==> src/rtl/axi_dma_rd.sv <==
// AXI4 read master (MM2S): streams a DDR buffer out over AXI4-Stream in fixed
// INCR bursts, with optional continuous looping over the buffer.
module axi_dma_rd #(
   parameter int         BURST_LEN = 16,
   parameter int         MAX_OUTST = 4,
   parameter logic [3:0] ARID      = 4'd0
) (
   input  logic         axi_aclk,
   input  logic         axi_rstb,
   output logic [31:0]  axi_araddr,
   output logic [7:0]   axi_arlen,
   output logic [2:0]   axi_arsize,
   output logic [1:0]   axi_arburst,
   output logic [3:0]   axi_arcache,
   output logic [2:0]   axi_arprot,
   output logic [3:0]   axi_arid,
   output logic [3:0]   axi_aruser,
   output logic         axi_arvalid,
   input  logic         axi_arready,
   input  logic [255:0] axi_rdata,
   input  logic [1:0]   axi_rresp,
   input  logic         axi_rlast,
   input  logic         axi_rvalid,
   output logic         axi_rready,
   output logic [255:0] axis_tdata,
   output logic [31:0]  axis_tkeep,
   output logic         axis_tlast,
   output logic         axis_tvalid,
   input  logic         axis_tready,
   input  logic         read_start,
   input  logic         read_reset,
   input  logic         loop_en,
   input  logic [31:0]  start_address,
   input  logic [31:0]  read_size,
   output logic [31:0]  current_addr,
   output logic [7:0]   run_cycles,
   output logic         rd_err,
   output logic         rd_done,
   output logic         busy
);
   localparam logic [3:0]  MAX_O   = 4'(MAX_OUTST);
   localparam logic [31:0] BURST_B = 32'(BURST_LEN * 32);

   typedef enum logic [1:0] {IDLE, ISSUE, DRAIN, ABORT} state_t;
   state_t state, state_nx;

   logic        start_d, ar_hold;
   logic [31:0] base, addr;
   logic [22:0] nburst, issued;
   logic [3:0]  outst;
   logic [27:0] beat_cnt, beat_last;
   logic        start_ok, active, ar_hs, r_hs, beat_hs, last_burst;
   logic        unused_ok;

   assign unused_ok  = ^{start_address[8:0], read_size[8:0]};
   assign start_ok   = read_start & ~start_d & (read_size[31:9] != 23'd0);
   assign active     = (state == ISSUE) || (state == DRAIN);
   assign ar_hs      = axi_arvalid & axi_arready;
   assign r_hs       = axi_rvalid & axi_rready;
   assign beat_hs    = active & r_hs;
   assign last_burst = (issued + 23'd1) == nburst;
   assign beat_last  = 28'(nburst) * 28'(BURST_LEN) - 28'd1;

   assign axi_araddr  = addr;
   assign axi_arlen   = 8'(BURST_LEN - 1);
   assign axi_arsize  = 3'b101;
   assign axi_arburst = 2'b01;
   assign axi_arcache = 4'b0011;
   assign axi_arprot  = 3'd0;
   assign axi_arid    = ARID;
   assign axi_aruser  = 4'd0;
   // In ABORT only an AR already presented is kept up until it is taken.
   assign axi_arvalid = ((state == ISSUE) && (outst < MAX_O)) || ((state == ABORT) && ar_hold);

   assign axi_rready  = active ? axis_tready : (state == ABORT);
   assign axis_tvalid = active & axi_rvalid;
   assign axis_tdata  = active ? axi_rdata : '0;
   assign axis_tkeep  = active ? '1 : '0;
   assign axis_tlast  = active && (beat_cnt == beat_last);
   assign busy        = (state != IDLE);

   always_comb begin
      state_nx = state;
      case (state)
         IDLE:  if (start_ok) state_nx = ISSUE;
         ISSUE: if (read_reset) state_nx = ABORT;
                else if (ar_hs && last_burst && !loop_en) state_nx = DRAIN;
         DRAIN: if (read_reset) state_nx = ABORT;
                else if (outst == 4'd0) state_nx = IDLE;
         ABORT: if ((outst == 4'd0) && !axi_arvalid) state_nx = IDLE;
         default: state_nx = IDLE;
      endcase
   end

   always_ff @(posedge axi_aclk or negedge axi_rstb) begin
      if (!axi_rstb) begin
         state        <= IDLE;
         start_d      <= 1'b0;
         ar_hold      <= 1'b0;
         base         <= '0;
         addr         <= '0;
         nburst       <= '0;
         issued       <= '0;
         outst        <= '0;
         beat_cnt     <= '0;
         current_addr <= '0;
         run_cycles   <= '0;
         rd_err       <= 1'b0;
         rd_done      <= 1'b0;
      end else begin
         state   <= state_nx;
         start_d <= read_start;
         ar_hold <= axi_arvalid & ~axi_arready;
         rd_done <= (state == DRAIN) && (state_nx == IDLE);
         if ((state == IDLE) && start_ok) begin
            base       <= {start_address[31:9], 9'b0};
            addr       <= {start_address[31:9], 9'b0};
            nburst     <= read_size[31:9];
            issued     <= '0;
            beat_cnt   <= '0;
            run_cycles <= '0;
            rd_err     <= 1'b0;
         end
         if (ar_hs) begin
            current_addr <= axi_araddr;
            if (state == ISSUE) begin
               if (last_burst && loop_en) begin
                  addr   <= base;
                  issued <= '0;
               end else begin
                  addr   <= addr + BURST_B;
                  issued <= issued + 23'd1;
               end
            end
         end
         case ({ar_hs, r_hs & axi_rlast})
            2'b10:   outst <= outst + 4'd1;
            2'b01:   outst <= outst - 4'd1;
            default: ;
         endcase
         if (beat_hs) begin
            if (axis_tlast) begin
               beat_cnt   <= '0;
               run_cycles <= run_cycles + 8'd1;
            end else begin
               beat_cnt <= beat_cnt + 28'd1;
            end
            if (axi_rresp != 2'b00) rd_err <= 1'b1;
         end
         // Abort (or an explicit reset request) wipes the run status.
         if (read_reset || (state == ABORT)) begin
            run_cycles <= '0;
            rd_err     <= 1'b0;
         end
      end
   end
endmodule
==> config.mk <==
export PLATFORM = sky130hd
export DESIGN_NAME = axi_dma_rd
export DESIGN_NICKNAME = d
export VERILOG_FILES = /design/src/rtl/axi_dma_rd.sv
export SDC_FILE = /design/constraint.sdc
export NUM_CORES = 1
export LEC_CHECK = 0
export ABC_AREA = 1
export ABC_CLOCK_PERIOD_IN_PS = 4150
export BUFFER_PORTS_ARGS = -buffer_cell sky130_fd_sc_hd__buf_2
export CORE_AREA = 2 2 279 281
export DETAILED_ROUTE_END_ITERATION = 7
export DIE_AREA = 0 0 281 283
export SETUP_SLACK_MARGIN = 0.1
export SYNTH_ARGS = -nofsm -noshare
export SYNTH_HDL_FRONTEND = slang
export SYNTH_SLANG_ARGS = --single-unit
==> constraint.sdc <==
create_clock -name axi_aclk -period 4.15 [get_ports axi_aclk]
set_input_delay 0.2075 -clock axi_aclk [delete_from_list [all_inputs] [get_ports axi_aclk]]
set_output_delay 0.2075 -clock axi_aclk [all_outputs]
set_load 0.02 [all_outputs]
-- Word-level counts from Yosys, hierarchy flattened
Index checks and enable logic that the tools add are counted.
- register bits after elaboration: 179
- input port bits: 331
- logic and storage cells: 90
- output and inout bits: 395
- equal/unequal tests: 7
- bitwise logic cells: 10
- multiplexer cells: 30
- add/sub/neg operators: 7
- reductions and logical operators: 22
- magnitude comparators: 1
- operators with widths (kind ; count):
    256-bit 2-to-1 mux ; 1
    32-bit 2-to-1 mux ; 5
    23-bit 2-to-1 mux ; 4
    28-bit 2-to-1 mux ; 3
    32-bit by 10-bit adder with 32-bit output (second input constant) ; 1
    8-bit 2-to-1 mux ; 4
    28-bit by 1-bit adder with 28-bit output (second input constant) ; 1
    28-bit equality test ; 1
    27-bit by 1-bit subtractor with 28-bit output (second input constant) ; 1
    23-bit by 1-bit adder with 23-bit output (second input constant) ; 1
    23-bit equality test ; 1
    23-bit nonzero test ; 1
    2-bit 2-to-1 mux ; 6
    1-bit logical AND ; 9
    8-bit by 1-bit adder with 8-bit output (second input constant) ; 1
    1-bit AND ; 8
    2-bit case mux with 4 select lines ; 1
    4-bit case mux with 2 select lines ; 1
    2-bit nonzero test ; 4
    2-bit equality test (second input constant) ; 3
    1-bit 2-to-1 mux ; 5
    4-bit by 1-bit adder with 4-bit output (second input constant) ; 1
    2-bit by 1-bit equality test with 1-bit output (second input constant) ; 2
    2-bit logical NOT ; 2
    other kinds (6) ; 10

-- Longest topological paths before layout
- depth in word-level cells: 11
- gate-level depth with buffers: 20
- depth with buffers taken out: 20

-- Worst setup path before layout
OpenSTA, ideal clock, no wires.
- kind: reg2reg
- from: register state[0]
- to: register outst[3]
- required time: 4028 ps
- stages on the path, launching flop included: 17
- library setup time: 122 ps
- setup slack: 878 ps
- period minus slack after synthesis: 3272 ps
- arrival time: 3149 ps
- buffers on the path: 1
- cells stage by stage: dfrtp_1 inv_1 ha_1 clkbuf_1 inv_1 nand2_1 nand2_1 and3_1 ha_1 ha_1 nand2_1 nor2_1 a211oi_1 nor2_1 nor2_1 nand2_1 xnor2_1
- longest elaborated chain between the ends: 7
- elaborated cells on any way between the ends: 15
- those cells by class: eq/ne: 5; mux: 2; bitwise: 3; reduce/logical: 5
- ends and longest elaborated chain (element ; RTL line ; text):
    start, declared ; 45 ; state_t state, state_nx;
    start signal, assigned ; 111 ; state <= state_nx;
    2-bit by 1-bit equality test with 1-bit output or 2-bit equality test (tied branches) ; 57 ; assign active = (state == ISSUE) || (state == DRAIN);
    1-bit logical OR (*) ; 57 ;
    net active ; 52 ; logic start_ok, active, ar_hs, r_hs, beat_hs, last_burst;
    1-bit 2-to-1 mux (*) ; 75 ; assign axi_rready = active ? axis_tready : (state == ABORT);
    net axi_rready ; 24 ; output logic axi_rready,
    1-bit AND (*) ; 59 ; assign r_hs = axi_rvalid & axi_rready;
    1-bit AND (*) ; 136 ; case ({ar_hs, r_hs & axi_rlast})
    2-bit by 1-bit equality test with 1-bit output or 2-bit equality test (tied branches) ; 136 ;
    4-bit case mux with 2 select lines or 2-bit nonzero test (tied branches) ; -- ;
    end signal, assigned ; 137 ; 2'b10: outst <= outst + 4'd1;
    end signal, assigned ; 138 ; 2'b01: outst <= outst - 4'd1;
    end, declared ; 50 ; logic [3:0] outst;
The timed path passes the listed nets; every way through them passes the cells marked *.
A chain may end at the register's enable or synchronous reset.

-- Final worst setup path
- from: register nburst[0]
- to: output axis_tlast
- longest elaborated chain between the ends: 3
- ends and longest elaborated chain (element ; RTL line ; text):
    start, declared ; 49 ; logic [22:0] nburst, issued;
    start signal, assigned ; 118 ; nburst <= read_size[31:9];
    27-bit by 1-bit subtractor with 28-bit output ; 62 ; assign beat_last = 28'(nburst) * 28'(BURST_LEN) - 28'd1;
    28-bit equality test ; 79 ; assign axis_tlast = active && (beat_cnt == beat_last);
    1-bit logical AND ; 79 ;
    end, declared ; 27 ; output logic axis_tlast,
No other way between the ends.

==> results by group <==
Status
  – Outcome: completed

Worst setup path
  – CP Capture Type: primary output
  – Critical Path RT: 3.94 ns
  – Worst-path maximum fanout: 7
  – WS Path Type: reg2out
  – Startpoint Class: register
  – R2R setup slack: 0.82 ns
  – WP data arrival: 3.38 ns

Power and ir drop
  – Maximum vdd drop: 754 µV
  – Sequential share of power: 0.201
  – Sw Ratio: 0.604
  – PwrDens: 874 nW/µm²
  – Int Pwr: 0.00651 W
  – Clock power frac: 0.106
  – Switching power: 0.00992 W
  – Comb pwr share: 0.694
  – Leak Pwr: 11.5 nW

Global route
  – GRT Total Usage: 0.199
  – Initial antenna violation count: 44
  – Vias in the first global route: 14,764
  – Pin count of the biggest net entering global routing: 170
  – First-pass GRT wire length: 112 mm
  – GRT overflow: 0

Clocking
  – Sink Count: 179
  – Max clock buf depth: 2
  – H-tree depth: 4
  – Post-CTS Setup Bufs: 0
  – Clock Tree Root: clkbuf_16
  – TritonCTS Buffers: 17
  – Post-CTS sizing: 0
  – CTS tree: done
  – Worst skew pair latency: 0.47 ns
  – Clock-pin slew of the registers on the worst-case setup and hold paths: 0.08 ns

Yosys
  – Mapped Area: 13,600 µm²
  – Post-synth top area share: 0.329
  – Yosys warning count: 0
  – Yosys top cell by area: dfrtp_1
  – Distinct cells, synth: 45
  – Seq cells post-synth: 179
  – EDFF count, synth: 0
  – Synth Instances: 2,175
  – Synth area leaders: dfrtp_1, nand2_1, inv_1, o21ai_0, nand3_1
  – Register area share after synthesis: 0.329
  – Synth Area per Inst: 6.25 µm²
  – Ys async rst share: 1.00
  – Primary FF master, synth: dfrtp_1

Drt
  – Vias: 16,094
  – Avg WL per Cell: 21.1 µm
  – DRT Pass-1 Iters: 5
  – Post-route antenna net violation count: 0
  – # DRC: 0
  – Vias per cell: 4.15
  – WL final: 81.7 mm
  – Iter 0 DRT Violations: 1,356

Timing
  – Clock Skew: 0.0199 ns
  – F_max: 279 MHz
  – Fin crit period: 3.58 ns
  – Worst slew pin tran: 0.959 ns
  – RSZ-0062 raised after global routing: no
  – Setup violators final: 0
  – Setup WS post-layout: 0.566 ns
  – Final period utilization: 0.864
  – Fin. Hold Viols: 0
  – Slew headroom: 0.360
  – Setup TNS: 0 ns
  – Slew Viols, Final: 0

Layout
  – Non-Filler Instances: 3,880
  – Layout cells sized above 1: 0.276
  – Area occupied by multi-input gates: 6830 µm²
  – Flip-flop and latch area: 4480 µm²
  – Commonest non-fill, non-tap cell in the layout: nand2_1
  – Final instance area: 18,800 µm²
  – Nets: 3,162
  – Filler Cell Count: 8,721
  – Most frequent cells in the layout: nand2_1, buf_2, inv_1
  – Synthesis-to-finish area growth: 38.3%

Floorplan
  – Row count: 102
  – Die extent in x: 281 µm
  – Die area: 79,500 µm²
  – IO Count: 726
  – Core area: 76,700 µm²
  – Initial core utilization: 0.177
  – Die height: 283 µm

Placement
  – HPWL Detailed: 70.0 mm
  – I/O Buffers: 679
  – Placer Congestion: 0.914
  – Dpl cells: 3,806
  – Pre-CTS setup slack: 0.868 ns
  – Placed cell area: 17,800 µm²

Job
  – Max-Cap Viols: 0

Hold path
  – Worst Hold Class: in2reg
synthesized netlist by cell type, drive strengths merged (2+ instances only):
cell	instances
ha	13
nand2	724
o2111ai	3
o211ai	4
xor2	49
nand4	46
buf	71
a21oi	41
nor3	29
and2	2
nor3b	2
inv	441
conb	2
nor4	12
clkinv	3
o21ai	147
and3	2
clkbuf	60
o22ai	12
nand3	130
nor2	168
nand3b	8
or2	3
o21bai	3
dfrtp	179
xnor2	17
cell type report:
cell class                      count  share of cell area
Tap cell                         1040              0.0692
Clock inverter                     15              0.0104
Multi-Input combinational cell   1447               0.363
Timing Repair Buffer              728               0.206
Inverter                          444              0.0887
Antenna cell                       10             0.00133
Clock buffer                       17              0.0226
Sequential cell                   179               0.238
worst paths after layout:
path / depth (start not counted) / end / from
hold reg to reg: 2 / base[20]$_DFFE_PN0P_ / base[20]$_DFFE_PN0P_
hold / removal: 3 / base[14]$_DFFE_PN0P_ / start_address[14]
setup / recovery: 14 / axis_tlast / nburst[0]$_DFFE_PN0P_
setup reg to reg: 14 / beat_cnt[22]$_DFFE_PN0P_ / nburst[0]$_DFFE_PN0P_
min in group asynchronous: 2 / issued[3]$_DFF_PN0_ / axi_rstb
max in group asynchronous: 3 / axi_araddr[30]$_DFF_PN0_ / axi_rstb
cell families after synthesis:
family,after synthesis,synth area share
adders and majority gates,14,0.0134
buffers and inverters,575,0.177
and+or+nand+nor,1126,0.353
other,2,0.000552
AOI/OAI and AO/OA,212,0.0825
xor gates and xnor gates,67,0.0442
DFF,179,0.329
critical path, cell delays in order (launching register included):
cell,delay [ns]
dfrtp_1,0.41
inv_1,0.16
ha_1,0.28
nand3_4,0.12
nor2_4,0.22
xor2_1,0.23
inv_1,0.06
nand2_1,0.10
o21ai_0,0.10
a21oi_1,0.13
nand4_1,0.11
nor2_1,0.13
nand2_1,0.06
nor4_1,0.51
buf_2,0.29
state kept, by name, indices dropped and copies added (netlist names):
signal,flops
start_d,1
rd_done,1
current_addr,32
base,23
axi_araddr,32
run_cycles,8
nburst,23
beat_cnt,28
ar_hold,1
state,2
rd_err,1
issued,23
outst,4
through the flow:
step / total power, W / hold slack (ns) / utilization
finish: 0.0164 / 0.0208 / 0.245
global route: 0.0178 / 0.00504 / 0.245
CTS: 0.0166 / 0.00119 / 0.245
detailed placement: 0.0147 / 0.339 / 0.233
global placement: 0.0147 / 0.332 / 0.233
floorplan: 0.0106 / -0.0881 / -
power by group through the flow:
stage,Clock [W],Combinational (W),Sequential (W)
2_1_floorplan,0,0.00725,0.00337
3_3_place_gp,0,0.0114,0.00331
3_5_place_dp,0,0.0114,0.00332
4_1_cts,0.00177,0.0115,0.00329
5_1_grt,0.00184,0.0125,0.00341
6_report,0.00174,0.0114,0.00329
repair_timing:
item,4_1_cts,5_1_grt
endpoints found under the hold margin,123,0
hold buffers,32,0
setup endpoints to repair,0,0
layer usage:
layer  wire length (µm)  global-route usage  up-vias  share of wire
met4               1700              0.0428        8          0.021
met5                 48                   0        -        0.00059
li1                   -                   -     7822              -
met2              36100               0.307      681           0.44
met1              35400               0.264     7495           0.43
met3               8470              0.0740       88           0.10
Power figures use the tool's default switching activity.
